`src/rtl/pgm_gfx_rom_cache.sv`:
```
// pgm_gfx_rom_cache: direct-mapped line cache between the PGM video engine's
// single-word read port and the MiSTer DDRAM Avalon burst port. A hit answers
// two cycles after accept. A miss fetches the whole line with one burst, then
// answers from the fill data.
module pgm_gfx_rom_cache #(
    parameter int AW    = 29,
    parameter int DW    = 64,
    parameter int BURST = 4,
    parameter int LINES = 4
) (
    input  logic          clk,
    input  logic          reset,
    input  logic          c_rd_i,
    input  logic [AW-1:0] c_addr_i,
    output logic          c_busy_o,
    output logic [DW-1:0] c_dout_o,
    output logic          c_dout_ready_o,
    input  logic          flush_i,
    output logic          ddr_rd_o,
    output logic [AW-1:0] ddr_addr_o,
    output logic [7:0]    ddr_burstcnt_o,
    input  logic          ddr_waitrequest_i,
    input  logic [DW-1:0] ddr_dout_i,
    input  logic          ddr_dout_ready_i
);

    localparam int OFFW  = $clog2(BURST);
    localparam int IDXW  = $clog2(LINES);
    localparam int IDXS  = (IDXW == 0) ? 1 : IDXW;
    localparam int TW    = AW - OFFW - IDXW;
    localparam int WAW   = OFFW + IDXW;
    localparam int WORDS = LINES * BURST;

    typedef enum logic [2:0] {
        IDLE,
        LOOKUP,
        REQ,
        FILL,
        RESP
    } state_t;

    state_t          state_q, state_d;
    logic            armed_q, armed_d;
    logic [AW-1:0]   addr_q, addr_d;
    logic [LINES-1:0] valid_q, valid_d;
    logic [OFFW-1:0] beat_q, beat_d;
    logic            flush_pend_q, flush_pend_d;
    logic [DW-1:0]   c_dout_q, c_dout_d;
    logic [AW-1:0]   ddr_addr_q, ddr_addr_d;

    logic [DW-1:0]   mem_q [WORDS];
    logic [TW-1:0]   tag_q [LINES];

    logic            mem_we;
    logic            tag_we;
    logic            accept;
    logic            hit;
    logic [OFFW-1:0] off;
    logic [IDXS-1:0] idx;
    logic [TW-1:0]   tag;
    logic [WAW-1:0]  rd_word;
    logic [WAW-1:0]  fill_word;

    // The latched address is split into word offset, line index and tag; with a
    // single line the index collapses to zero.
    assign off       = addr_q[OFFW-1:0];
    assign idx       = addr_q[OFFW +: IDXS] & IDXS'(LINES - 1);
    assign tag       = addr_q[AW-1 -: TW];
    assign rd_word   = WAW'({idx, off});
    assign fill_word = WAW'({idx, beat_q});

    // A flush arriving in the same cycle as the lookup must not be answered
    // from a line that is about to be invalidated.
    assign hit    = valid_q[idx] && (tag_q[idx] == tag) && !flush_i;
    assign accept = c_rd_i && armed_q && (state_q == IDLE);

    assign c_busy_o       = (state_q != IDLE);
    assign c_dout_ready_o = (state_q == RESP);
    assign c_dout_o       = c_dout_q;
    assign ddr_rd_o       = (state_q == REQ);
    assign ddr_addr_o     = ddr_addr_q;
    assign ddr_burstcnt_o = 8'(BURST);

    // Next-state logic: request arming, lookup, burst request, line fill and response.
    always_comb begin
        state_d      = state_q;
        armed_d      = armed_q;
        addr_d       = addr_q;
        valid_d      = valid_q;
        beat_d       = beat_q;
        flush_pend_d = flush_pend_q;
        c_dout_d     = c_dout_q;
        ddr_addr_d   = ddr_addr_q;
        mem_we       = 1'b0;
        tag_we       = 1'b0;

        if (!c_rd_i) begin
            armed_d = 1'b1;
        end

        case (state_q)
            IDLE: begin
                if (accept) begin
                    addr_d  = c_addr_i;
                    armed_d = 1'b0;
                    state_d = LOOKUP;
                end
            end
            LOOKUP: begin
                if (hit) begin
                    c_dout_d = mem_q[rd_word];
                    state_d  = RESP;
                end else begin
                    ddr_addr_d   = {addr_q[AW-1:OFFW], {OFFW{1'b0}}};
                    valid_d[idx] = 1'b0;
                    tag_we       = 1'b1;
                    beat_d       = '0;
                    flush_pend_d = 1'b0;
                    state_d      = REQ;
                end
            end
            REQ: begin
                if (flush_i) begin
                    flush_pend_d = 1'b1;
                end
                if (!ddr_waitrequest_i) begin
                    state_d = FILL;
                end
            end
            FILL: begin
                if (flush_i) begin
                    flush_pend_d = 1'b1;
                end
                if (ddr_dout_ready_i) begin
                    mem_we = 1'b1;
                    beat_d = beat_q + 1'b1;
                    if (beat_q == OFFW'(BURST - 1)) begin
                        c_dout_d     = (off == beat_q) ? ddr_dout_i : mem_q[rd_word];
                        valid_d[idx] = !(flush_pend_q || flush_i);
                        state_d      = RESP;
                    end
                end
            end
            RESP: begin
                state_d = IDLE;
            end
            default: begin
                state_d = IDLE;
            end
        endcase

        if (flush_i) begin
            valid_d = '0;
        end
    end

    // Control and output registers, cleared by the synchronous reset.
    always_ff @(posedge clk) begin
        if (reset) begin
            state_q      <= IDLE;
            armed_q      <= 1'b1;
            addr_q       <= '0;
            valid_q      <= '0;
            beat_q       <= '0;
            flush_pend_q <= 1'b0;
            c_dout_q     <= '0;
            ddr_addr_q   <= '0;
        end else begin
            state_q      <= state_d;
            armed_q      <= armed_d;
            addr_q       <= addr_d;
            valid_q      <= valid_d;
            beat_q       <= beat_d;
            flush_pend_q <= flush_pend_d;
            c_dout_q     <= c_dout_d;
            ddr_addr_q   <= ddr_addr_d;
        end
    end

    // Line data and tag storage need no reset; the valid bits guard them.
    always_ff @(posedge clk) begin
        if (mem_we) begin
            mem_q[fill_word] <= ddr_dout_i;
        end
        if (tag_we) begin
            tag_q[idx] <= tag;
        end
    end

endmodule
```
`config.mk`:
```
export PLATFORM = sky130hd
export DESIGN_NAME = pgm_gfx_rom_cache
export DESIGN_NICKNAME = d
export VERILOG_FILES = /design/src/rtl/pgm_gfx_rom_cache.sv
export SDC_FILE = /design/constraint.sdc
export NUM_CORES = 1
export LEC_CHECK = 0
export BUFFER_PORTS_ARGS = -buffer_cell sky130_fd_sc_hd__buf_2
export CAP_MARGIN = 20
export CORE_UTILIZATION = 52
export CTS_BUF_LIST = sky130_fd_sc_hd__clkbuf_2
export DETAILED_ROUTE_END_ITERATION = 7
export PLACE_DENSITY = 0.66
export SLEW_MARGIN = 25
export SYNTH_ARGS = -nofsm -noshare
export SYNTH_HDL_FRONTEND = slang
export SYNTH_SLANG_ARGS = --single-unit
```
`constraint.sdc`:
```
create_clock -name clk -period 15.34 [get_ports clk]
set_input_delay 3.835 -clock clk [delete_from_list [all_inputs] [get_ports clk]]
set_output_delay 3.835 -clock clk [all_outputs]
set_load 0.05 [all_outputs]
```
Word level (Yosys, flattened, before mapping)
Memories as Yosys holds them, arrays and structs flattened. A register that Yosys moved wholly into a read port is not among the register bits.
Index checks and enable logic that the tools add are counted.

word-level totals
  register bits after elaboration = 131
  RAM bits = 1124
  bits of input ports = 99
  output and inout port bits = 104
  logic and storage cells = 92
  memories = 2

cells by class
  add/sub/neg operators = 1
  order comparisons = 2
  equal/unequal tests = 14
  multiplexer cells = 41
  bitwise logic cells = 3
  reductions and logical operators = 21

memories
  name   words  bits a word  rd ports  clocked after memory_dff  write ports  RTL line  text
  mem_q  16     64           1         1                         1            51        logic [DW-1:0] mem_q [WORDS];
  tag_q  4      25           1         1                         1            52        logic [TW-1:0] tag_q [LINES];

operators by type and width
  cell                                                                    number
  64-bit two-way mux                                                      4
  64-bit one-hot mux with 2 select lines                                  1
  25-bit equality test                                                    1
  4-bit two-way mux                                                       5
  1-bit two-way mux                                                       15
  3-bit two-way mux                                                       5
  2-bit inequality test (second input constant)                           6
  3-bit one-hot mux with 4 select lines                                   1
  4-bit AND reduction                                                     3
  2-bit two-way mux                                                       4
  4-bit one-hot mux with 2 select lines                                   1
  3-bit by 2-bit equality test with 1-bit output (second input constant)  2
  3-bit AND reduction                                                     2
  1-bit logical AND                                                       5
  4-bit AND                                                               1
  4-bit bitwise mux                                                       1
  4-bit NOT                                                               1
  2-bit one-hot mux with 2 select lines                                   1
  2-bit AND reduction                                                     2
  2-bit nonzero test                                                      2
  2-bit OR reduction                                                      2
  3-bit by 1-bit equality test with 1-bit output (second input constant)  1
  3-bit equality test (second input constant)                             1
  3-bit logical NOT                                                       1
  13 further kinds                                                        14

Longest topological paths before layout
  depth after elaboration = 8
  gate-level depth with buffers = 12
  gate-level depth less buffers = 7

Least setup slack after synthesis
Ideal clock, no wire load.

  path kind = input-to-reg
  start = input ddr_dout_ready_i
  end = memory mem_q[11][0] (enable)
  library setup time = 0.487 ns
  arrival time = 7.100 ns
  data required time = 14.853 ns
  slack = 7.753 ns
  cell stages on the path = 4
  buffers on the path = 1
  path through = and3_1 -> clkbuf_1 -> nand2_1 -> nor2_1

on the way
  longest elaborated chain between the ends = 4

ends and longest elaborated chain
  element                                  RTL line  text
  from (decl)                              24        input logic ddr_dout_ready_i
  1-bit two-way mux                        134       if (ddr_dout_ready_i) begin
  1-bit two-way mux                        101       case (state_q)
  1-bit two-way mux                        182       if (mem_we) begin
  1-bit two-way mux (implied by the code)  183       mem_q[fill_word] <= ddr_dout_i;
  to (decl)                                51

No other way between the ends.

Worst setup path after layout
  start = register state_q[1]
  end = output ddr_rd_o

on the way
  longest elaborated chain between the ends = 1

ends and longest elaborated chain
  element                                         RTL line  text
  from (decl)                                     42        state_t state_q, state_d;
  from (signal assigned)                          169       state_q <= state_d;
  3-bit by 2-bit equality test with 1-bit output  80        assign ddr_rd_o = (state_q == REQ);
  to (decl)                                       19        output logic ddr_rd_o,

No other way between the ends.

==> key figures <==
Status
  – Status: completed

Logic synthesis
  – Yosys reg bits: 1,259
  – Top-count cell post-synth: edfxtp_1
  – Async set or reset register ratio after synthesis: 0
  – Synth top area share: 0.688
  – Synth warn: 0
  – Sequential area share after synthesis: 0.743
  – Synth area leaders: edfxtp_1 69%, mux4_2 16%, dfxtp_1 5.5%
  – Post-synth top cells: 1,124 x edfxtp_1, 339 x mux4_2, 141 x nand2_1
  – Post-Syn Area: 0.0490 mm2
  – Avg Inst Size Synth: ~20 um2
  – Post-synth EDFFs: 1,124
  – Unique masters post-synth: between 40 and 50
  – Prevailing post-synth register cell: edfxtp_1
  – Area leader, netlist: edfxtp_1
  – Number of standard cells after synthesis: about 2,400

CTS
  – CTS resizes: 0
  – Root Buffer: clkbuf_2
  – Cts hold-fix bufs: 0
  – Worst-Skew Late Latency: 1.52 ns
  – H-tree depth: 5
  – TritonCTS clock tree: built
  – Clk buf depth: 4
  – CTS Buf Count: 328
  – Clk sinks: between 1,000 and 1,500
  – Post-CTS Setup Bufs: 0
  – Clock-pin slew on the worst setup and hold paths: 0.10 ns

Setup path
  – Critical path launch point type: flop
  – Crit-path slowest cell: dfxtp_1
  – CP endpoint kind: output port
  – Crit path largest cell delay: approximately 0.57 ns
  – Worst Path Arrival: 2.96 ns
  – CP required: 11.51 ns
  – WS Path Type: reg2out
  – Crit-path cells: inv_1, nor3_1, buf_2
  – Worst Path Max Fanout: 8

Worst hold path
  – Hold/Removal Path Class: reg2reg

Cells and area
  – Final net count: 2,936
  – Register area: approximately 0.036 mm2
  – Area of the multi-input gates: 0.0118 mm2
  – Fillers: 7,130
  – Non-Filler Instances: 4,303
  – Synth-to-layout area growth: 10.7%
  – Layout cell share with drive strength beyond 1: 0.379
  – Final Cell Area: 0.0543 mm2

Placed design
  – I/O Buffers: 192
  – Placed inst area: 0.0515 mm2
  – DP HPWL: 58,800 um
  – Final Wtd Congestion: 0.742
  – Placed insts: 3,756

Power
  – Cell area power density: 117 mW/mm2
  – P_leak: 17.4 nW
  – Worst VDD drop: 0.0776 mV

Die
  – Starting density of the core: 0.526
  – Die H: 309 um
  – Core region area: 0.0933 mm2
  – Die Width: 309 um
  – Die area: ~0.096 mm2
  – # rows: 112
  – I/O Pins: 203

Timing
  – Min Tclk post-route: 6.79 ns
  – Count of pins over their slew limit: 0
  – Period utilisation layout: 0.443
  – Max_slew headroom: 0.308
  – Slew of the pin with the lowest slew margin: 1.04 ns
  – # setup viols final: 0
  – Sum Neg Setup Slack: 0 ns
  – Max Fclk: between 100 and 150 MHz
  – Layout Skew: approximately 0.15 ns
  – Setup repair after global routing missed its margin: no
  – Endpoints failing hold: 0
  – Worst hold slack: 0.465 ns

Routing
  – Drt pass-1 iters: 7
  – Antenna viol nets, final: 0
  – DRT Wirelength: 109,000 um
  – Wire per inst: 25.2 um
  – Drt first-iter violations: 2,047
  – Via count: roughly 25,000
  – Via/cell ratio: about 5.8
  – # DRC: 0

Global routing
  – Gr usage total: 0.234
  – Vias in the first global route: 26,600
  – Grt ovf: 0
  – Global-route wire length before repair: 163,000 um
  – Pin count of the biggest net entering global routing: between 90 and 100
  – Initial antenna violation count: 15

Run
  – Max-cap check violation count: 0
worst max-delay path: cells and delay by family (launching register included):
kind                   cells  cell delay (ns)
flip-flops                 1             0.57
AND/OR/NAND/NOR            1             0.44
buffers and inverters      2             0.55
cells by family after synthesis:
| group | count (synthesis) | synth area share |
|---|---|---|
| AO/OA/AOI/OAI | 187 | 0.0286 |
| XOR/XNOR | 22 | 0.00393 |
| adder cells (fa/ha/maj) | 4 | 0.00102 |
| buffers and inverters | 224 | 0.0204 |
| flip-flops | 1259 | 0.743 |
| multiplexers | 449 | 0.178 |
| other | 2 | 0.000153 |
| AND/OR/NAND/NOR | 261 | 0.0245 |
stage by stage:
stage                      util  setup WS [ns]  total power (W)
after global placement    0.551           8.51          0.00426
after detailed placement  0.552           8.47          0.00427
after global routing      0.582           8.31          0.00662
after floorplan               -           7.75          0.00413
final                     0.582           8.55          0.00634
after CTS                 0.581           8.39          0.00642
per-layer routing:
metal | share of wire | vias up | GRT usage
met5 | 0.00095 | - | 0
li1 | - | 10800 | -
met3 | 0.063 | 132 | 0.0554
met4 | 0.015 | 14 | 0.0687
met2 | 0.50 | 848 | 0.383
met1 | 0.42 | 13100 | 0.316
path summary, 6_finish.rpt:
kind | from | end | slack, ns | depth (start not counted)
max | state_q[1] | ddr_rd_o | 8.55 | 3
min | c_dout_o[14] | c_dout_o[14] | 0.47 | 2
max reg2reg | state_q[0] | mem_q[11][7] | 10.68 | 6
min reg2reg | c_dout_o[14] | c_dout_o[14] | 0.47 | 2
cell usage in the layout, fill, tap and decap left out, drive strengths merged, types with 2 or more instances in the layout:
cell        n
edfxtp   1124
clkbuf    473
mux4      339
buf       241
nand2     141
dfxtp     135
mux2i     109
a21oi      96
inv        74
a211oi     64
clkinv     60
nand2b     57
nor2       29
xnor2      19
nor3       12
conb       10
a31oi       7
nand3       7
o21ai       6
nand4       5
diode       4
ha          4
bufinv      4
o2111ai     3
xor2        3
a2bb2oi     2
a2111oi     2
a21bo       2
nand3b      2
or2         2
and3        2
where the power goes:
group          internal [W]  switching (W)  total (W)
clock              0.000880        0.00128    0.00216
combinational      0.000181       0.000229   0.000410
sequential          0.00374      0.0000300    0.00377
final cells by class:
cell class,instances,area share
Clock buffer,473,0.0436
Tap cell,1254,0.0289
Inverter,70,0.00484
Timing Repair Buffer,241,0.0263
Clock inverter,69,0.00687
Sequential cell,1259,0.672
Antenna cell,4,0.000184
Multi-Input combinational cell,933,0.217
flip-flops by register name, indices dropped and copies added, names as in the netlist, named ones only:
name / cells
addr_q: 29
armed_q: 1
beat_q: 2
c_dout_o: 64
ddr_addr_o: 27
flush_pend_q: 1
mem_q: 1024
state_q: 3
tag_q: 100
valid_q: 4
No activity file was read; power rests on OpenSTA's default activity.
